`config.mk`:
```
export PLATFORM = sky130hd
export DESIGN_NAME = seq_borrow_sub
export DESIGN_NICKNAME = d
export VERILOG_FILES = /design/src/rtl/seq_borrow_sub.sv
export SDC_FILE = /design/constraint.sdc
export NUM_CORES = 1
export LEC_CHECK = 0
export CORE_MARGIN = 1.5
export CORE_UTILIZATION = 50
export DETAILED_ROUTE_END_ITERATION = 10
export GPL_TIMING_DRIVEN = 0
export PLACE_DENSITY = 0.88
export SETUP_SLACK_MARGIN = 0.3
export SLEW_MARGIN = 20
export SYNTH_ARGS = -nofsm -noshare
export SYNTH_HDL_FRONTEND = slang
export SYNTH_SLANG_ARGS = --single-unit
```
`constraint.sdc`:
```
create_clock -name clk -period 6.4 [get_ports clk]
set_clock_uncertainty 0.15 [all_clocks]
set_input_delay 0.64 -clock clk [delete_from_list [all_inputs] [get_ports clk]]
set_output_delay 0.64 -clock clk [all_outputs]
set_load 0.01 [all_outputs]
```
`src/rtl/seq_borrow_sub.sv`:
```
// Sequential WIDTH-bit subtractor: Diff = A - B - Bin, one SLICE-bit borrow-lookahead slice per clock, LSB first.
// Latency: out_valid rises NS rising edges after the accepting edge; one operation in flight (NS+2 cycles/op).
// Backpressure: result and flags hold in DONE until out_ready; in_ready is low from acceptance to handshake.
// Ports:
//   clk, rst            rising-edge clock, synchronous active-high reset
//   in_valid/in_ready   operand handshake; A, B, Bin sampled only on the accepting edge
//   out_valid/out_ready result handshake; Diff, Bout (unsigned borrow), Ovf (signed overflow), Zero
module seq_borrow_sub #(
   parameter int WIDTH = 32,
   parameter int SLICE = 8    // WIDTH must be an integer multiple of SLICE
) (
   input  logic             clk,
   input  logic             rst,
   input  logic             in_valid,
   output logic             in_ready,
   input  logic [WIDTH-1:0] A,
   input  logic [WIDTH-1:0] B,
   input  logic             Bin,
   output logic             out_valid,
   input  logic             out_ready,
   output logic [WIDTH-1:0] Diff,
   output logic             Bout,
   output logic             Ovf,
   output logic             Zero
);

   localparam int NS = WIDTH / SLICE;
   localparam int CW = (NS > 1) ? $clog2(NS) : 1;

   typedef enum logic [1:0] {
      S_IDLE = 2'd0,
      S_RUN  = 2'd1,
      S_DONE = 2'd2
   } state_t;

   state_t            state_q, state_d;
   logic [WIDTH-1:0]  a_q, a_d;
   logic [WIDTH-1:0]  b_q, b_d;
   logic              brw_q, brw_d;     // borrow into the slice processed next
   logic [CW-1:0]     cnt_q, cnt_d;
   logic [WIDTH-1:0]  diff_q, diff_d;
   logic              bout_q, bout_d;
   logic              ovf_q, ovf_d;
   logic              zero_q, zero_d;

   // Current slice operands and lookahead terms
   logic [SLICE-1:0]  sa, sb, sg, sp, sd;
   logic              s_bout;
   logic              bw;

   always_comb begin
      sa = '0;
      sb = '0;
      for (int k = 0; k < NS; k++) begin
         if (cnt_q == CW'(k)) begin
            sa = a_q[k*SLICE +: SLICE];
            sb = b_q[k*SLICE +: SLICE];
         end
      end
   end

   // Borrow generate: a=0,b=1 always borrows; propagate: a==b passes the incoming borrow through.
   assign sg = ~sa & sb;
   assign sp = ~(sa ^ sb);

   always_comb begin
      bw = brw_q;
      sd = '0;
      for (int i = 0; i < SLICE; i++) begin
         sd[i] = sa[i] ^ sb[i] ^ bw;
         bw    = sg[i] | (sp[i] & bw);
      end
      s_bout = bw;
   end

   always_comb begin
      state_d = state_q;
      a_d     = a_q;
      b_d     = b_q;
      brw_d   = brw_q;
      cnt_d   = cnt_q;
      diff_d  = diff_q;
      bout_d  = bout_q;
      ovf_d   = ovf_q;
      zero_d  = zero_q;

      case (state_q)
         S_IDLE: begin
            if (in_valid) begin
               a_d     = A;
               b_d     = B;
               brw_d   = Bin;
               cnt_d   = '0;
               state_d = S_RUN;
            end
         end
         S_RUN: begin
            for (int k = 0; k < NS; k++) begin
               if (cnt_q == CW'(k)) begin
                  diff_d[k*SLICE +: SLICE] = sd;
               end
            end
            brw_d = s_bout;
            cnt_d = cnt_q + CW'(1);
            if (cnt_q == CW'(NS - 1)) begin
               // Flags use the fully assembled result including the slice written on this edge.
               bout_d  = s_bout;
               ovf_d   = (a_q[WIDTH-1] != b_q[WIDTH-1]) && (diff_d[WIDTH-1] != a_q[WIDTH-1]);
               zero_d  = (diff_d == '0);
               state_d = S_DONE;
            end
         end
         S_DONE: begin
            if (out_ready) begin
               state_d = S_IDLE;
            end
         end
         default: begin
            state_d = S_IDLE;
         end
      endcase
   end

   always_ff @(posedge clk) begin
      if (rst) begin
         state_q <= S_IDLE;
         a_q     <= '0;
         b_q     <= '0;
         brw_q   <= 1'b0;
         cnt_q   <= '0;
         diff_q  <= '0;
         bout_q  <= 1'b0;
         ovf_q   <= 1'b0;
         zero_q  <= 1'b0;
      end else begin
         state_q <= state_d;
         a_q     <= a_d;
         b_q     <= b_d;
         brw_q   <= brw_d;
         cnt_q   <= cnt_d;
         diff_q  <= diff_d;
         bout_q  <= bout_d;
         ovf_q   <= ovf_d;
         zero_q  <= zero_d;
      end
   end

   assign in_ready  = (state_q == S_IDLE);
   assign out_valid = (state_q == S_DONE);
   assign Diff      = diff_q;
   assign Bout      = bout_q;
   assign Ovf       = ovf_q;
   assign Zero      = zero_q;

endmodule

```
==> impl_metrics.csv <==
group,metric,value,unit
floorplan,boundaryPins,106,
sta,period_needed,5.85,ns
yosys,synthAdderAreaFrac,4.49,%
sta,fin_setup_tns,0,ns
power_and_ir_drop,fin_total_pwr,1.57,mW
final_layout,final_cell_mix,"nand2_1 (161), a21oi_1 (108), clkdlybuf4s50_1 (104), dfxtp_1 (102), nor2_1 (47)",
final_layout,area_growth,32.4,%
worst_setup_path,critPathArrivalTime,6.02,ns
power_and_ir_drop,power_switching,482,uW
clock_tree,cts_setup_buffers,0,
place,placed_area,5870,um2
min_path,hp-class,"reg -> reg",
floorplan,coreArea,9150,um2
place,dp_cells,810,
floorplan,initial_core_util,51.2,%
final_layout,final_cell_count_no_fill,826,
drt,wl_per_cell,16.3,um
place,dp_hpwl,9970,um
clock_tree,clkTransAtPathRegs,0.10,ns
worst_setup_path,r2r_start,"cnt_q[0]$_SDFFE_PP0P_",
yosys,syn_avg_cell_area,7.88,um2
floorplan,die_area,9960,um2
clock_tree,cts.sinks,104,
global_routing,grt_overflow,0,
worst_setup_path,cp_slowest_cell,"fa_1",
yosys,synth_mux_area_share,4.09,%
final_layout,postLayoutCoreUtil,67.8,%
floorplan,die_width,99.8,um
min_path,worstHoldEndpoint,"b_q[4]$_SDFFE_PP0P_",
drt,wl,13500,um
place,pre_cts_ws,0.0329,ns
sta,slew_viol_final,0,
clock_tree,root_buffer,"clkbuf_8",
power_and_ir_drop,combPwrFrac,25.4,%
power_and_ir_drop,p_leak,2.39,nW
sta,timing.final.hold_violations,0,
clock_tree,clockBufferDepth,2,
yosys,synth_top_family_by_area,"simple AND/OR/NAND/NOR gates",
yosys,yosysWarnings,0,
global_routing,track_usage,27.3,%
clock_tree,insertion_delay,0.38,ns
clock_tree,numCtsBuffers,9,
power_and_ir_drop,pwr-share-clk,29.3,%
yosys,synth_cell_types,36,
drt,drc,0,
yosys,synth-simple-area-share,25.3,%
global_routing,grt_max_degree,19,
min_path,hold_path_startpoint,"b_q[4]$_SDFFE_PP0P_",
flow_run,maxCapViolations,0,
drt,antenna_left,0,
worst_setup_path,critPathMaxFanout,10,
global_routing,grt_pass1_wl,21500,um
sta,slew_headroom,64.2,%
worst_setup_path,crit_path_frequent_cell,"fa_1",
worst_setup_path,worst_r2r_path_depth,21,
place,io_buffers,104,
yosys,synthFlopType,"dfxtp_1",
yosys,seq_area_frac_synth,44.4,%
power_and_ir_drop,peakVddDrop,0.107,mV
place,place.gp.congestion,0.937,
sta,hold_ws,0.308,ns
final_layout,layout_commonest_cell,"nand2_1",
clock_tree,hold_buffers,0,
worst_setup_path,cp.buffers_inverters,5,
sta,tightestPinTransition,0.536,ns
sta,fmax,171,MHz
final_layout,postLayoutCellArea,6200,um2
worst_setup_path,crit_family,"adder cells",
worst_setup_path,reg2reg_slack,0.55,ns
clock_tree,cts_tree,"done",
global_routing,antenna_found_initial,0,
yosys,syn-num-nets,676,
global_routing,grt_pass1_vias,4530,
final_layout,fin_nets,791,
worst_setup_path,worst_setup_path_end_kind,"flip-flop",
worst_setup_path,max_stage_delay,0.46,ns
drt,via_per_inst,5.67,
final_layout,nFillCells,727,
yosys,syn_inst,595,
sta,rsz0062_at_grt,"no",
worst_setup_path,crit_path_start_kind,"flip-flop",
floorplan,rows,35,
drt,dr_total_vias,4686,
status,status,"completed",
power_and_ir_drop,switching_share,30.8,%
yosys,synthXorXnorAreaFrac,0,%
sta,min_period_over_period,91.5,%
final_layout,antenna_cells,0,
drt,drtIter0Drc,328,
yosys,synth_edf_count,0,
sta,fin_ws,0.545,ns
worst_setup_path,critical_path_class,"reg -> reg",
power_and_ir_drop,powerDensity,252,nW/um2
worst_setup_path,worstPathCellList,"inv_1 > ha_1 > buf_6 > clkbuf_4 > a21oi_2 > a21oi_1 > o21ai_2 > fa_2 > inv_1 > fa_1 > fa_1 > fa_1 > fa_2 > fa_1 > fa_2 > fa_1 > buf_4 > nor3_4 > o2111ai_2 > nor4_2 > a31o_1",
yosys,synthArstFlopShare,0,%
sta,setup_violations,0,
worst_setup_path,worstPathRequired,6.57,ns
yosys,synth_compound_area_share,16.0,%
yosys,syn_area,4690,um2
power_and_ir_drop,p_int,1.08,mW
floorplan,die_h,99.8,um
drt,drt_first_pass_iters,6,
clock_tree,h-tree-depth,3,
min_path,hold_depth,2,
power_and_ir_drop,seqPwrFrac,45.3,%
final_layout,drive_gt1_share,8.81,%
yosys,yosys_register_bits,104,
worst_setup_path,rr_endpoint,"Zero$_SDFFE_PP0P_",
-- routing by layer --
layer | part of all wire (%) | GRT usage [%]
met5 | 0 | 0
met4 | 2.4 | 10.4
met3 | 8.1 | 4.46
met2 | 49 | 48.7
met1 | 40 | 33.1
-- power by group through the flow --
stage,clock network (mW),registers [mW],logic [mW]
floorplan,0,0.719,0.223
global placement,0,0.721,0.357
detailed placement,0,0.723,0.366
CTS,0.461,0.708,0.371
global route,0.488,0.713,0.430
finish,0.459,0.710,0.397
-- area by class of cell --
class / count / area [um2] / area share [%]
Clock inverter: 7 / 98.8 / 1.59
Timing Repair Buffer: 104 / 1040 / 16.8
Tap cell: 111 / 139 / 2.24
Inverter: 6 / 22.5 / 0.363
Multi-Input combinational cell: 439 / 2410 / 38.9
Sequential cell: 104 / 2090 / 33.6
Buffer: 46 / 277 / 4.46
Clock buffer: 9 / 124 / 2.00
-- cells in the mapped netlist, drive strengths merged (2+ instances only) --
library cell / count / area (um2)
a211oi: 3 / 22.5
a21oi: 110 / 551
a221oi: 9 / 78.8
a2bb2oi: 2 / 17.5
a31oi: 2 / 12.5
buf: 18 / 103
clkbuf: 28 / 139
dfxtp: 104 / 2080
fa: 8 / 160
ha: 4 / 50.1
inv: 6 / 22.5
mux2i: 18 / 180
nand2: 162 / 616
nand2b: 4 / 25.0
nand3b: 11 / 82.6
nor2: 47 / 176
nor2b: 17 / 106
nor3: 14 / 70.1
nor3b: 2 / 15.0
nor4: 7 / 50.1
o21ai: 9 / 45.0
or4: 2 / 15.0
-- state kept, by name, summed over array words and instances, names as in the netlist --
register / flops
brw_q: 1
Diff: 32
cnt_q: 2
state_q: 2
b_q: 32
Bout: 1
Zero: 1
Ovf: 1
a_q: 32
-- repair_timing --
action,4_1_cts,5_1_grt
endpoints found under the setup margin,2,1
endpoints found under the hold margin,0,0
resized for setup,9,35
pin swaps,1,3
-- worst max-delay path by stage --
stage                                   end                   from  depth (start not counted)  slack, ns
after detailed placement  Zero$_SDFFE_PP0P_  cnt_q[0]$_SDFFE_PP0P_                         21       0.03
final                     Zero$_SDFFE_PP0P_  cnt_q[0]$_SDFFE_PP0P_                         21       0.55
after global placement    Zero$_SDFFE_PP0P_  cnt_q[0]$_SDFFE_PP0P_                         21       0.20
after CTS                 Zero$_SDFFE_PP0P_  cnt_q[1]$_SDFFE_PP0P_                         21       0.33
after global routing      Zero$_SDFFE_PP0P_  cnt_q[0]$_SDFFE_PP0P_                         21       0.33
after floorplan           Zero$_SDFFE_PP0P_  cnt_q[0]$_SDFFE_PP0P_                         21       0.85
-- cell families (layout without fill, tap and decap cells) --
kind of cell	Yosys count	count (layout)
adder cells (fa/ha/maj)	12	12
AO/OA/AOI/OAI	138	138
flip-flops	104	104
multiplexers	19	19
AND/OR/NAND/NOR	270	270
buffers and inverters	52	172
-- worst reg2reg max path, cell delays in order (launching register included) --
cell       delay (ns)
dfxtp_4          0.40
inv_1            0.08
ha_1             0.22
buf_6            0.15
clkbuf_4         0.20
a21oi_2          0.13
a21oi_1          0.06
o21ai_2          0.19
fa_2             0.23
inv_1            0.05
fa_1             0.39
fa_1             0.40
fa_1             0.41
fa_2             0.39
fa_1             0.46
fa_2             0.40
fa_1             0.42
buf_4            0.19
nor3_4           0.18
o2111ai_2        0.15
nor4_2           0.32
a31o_1           0.20
Power figures use the tool's default switching activity.
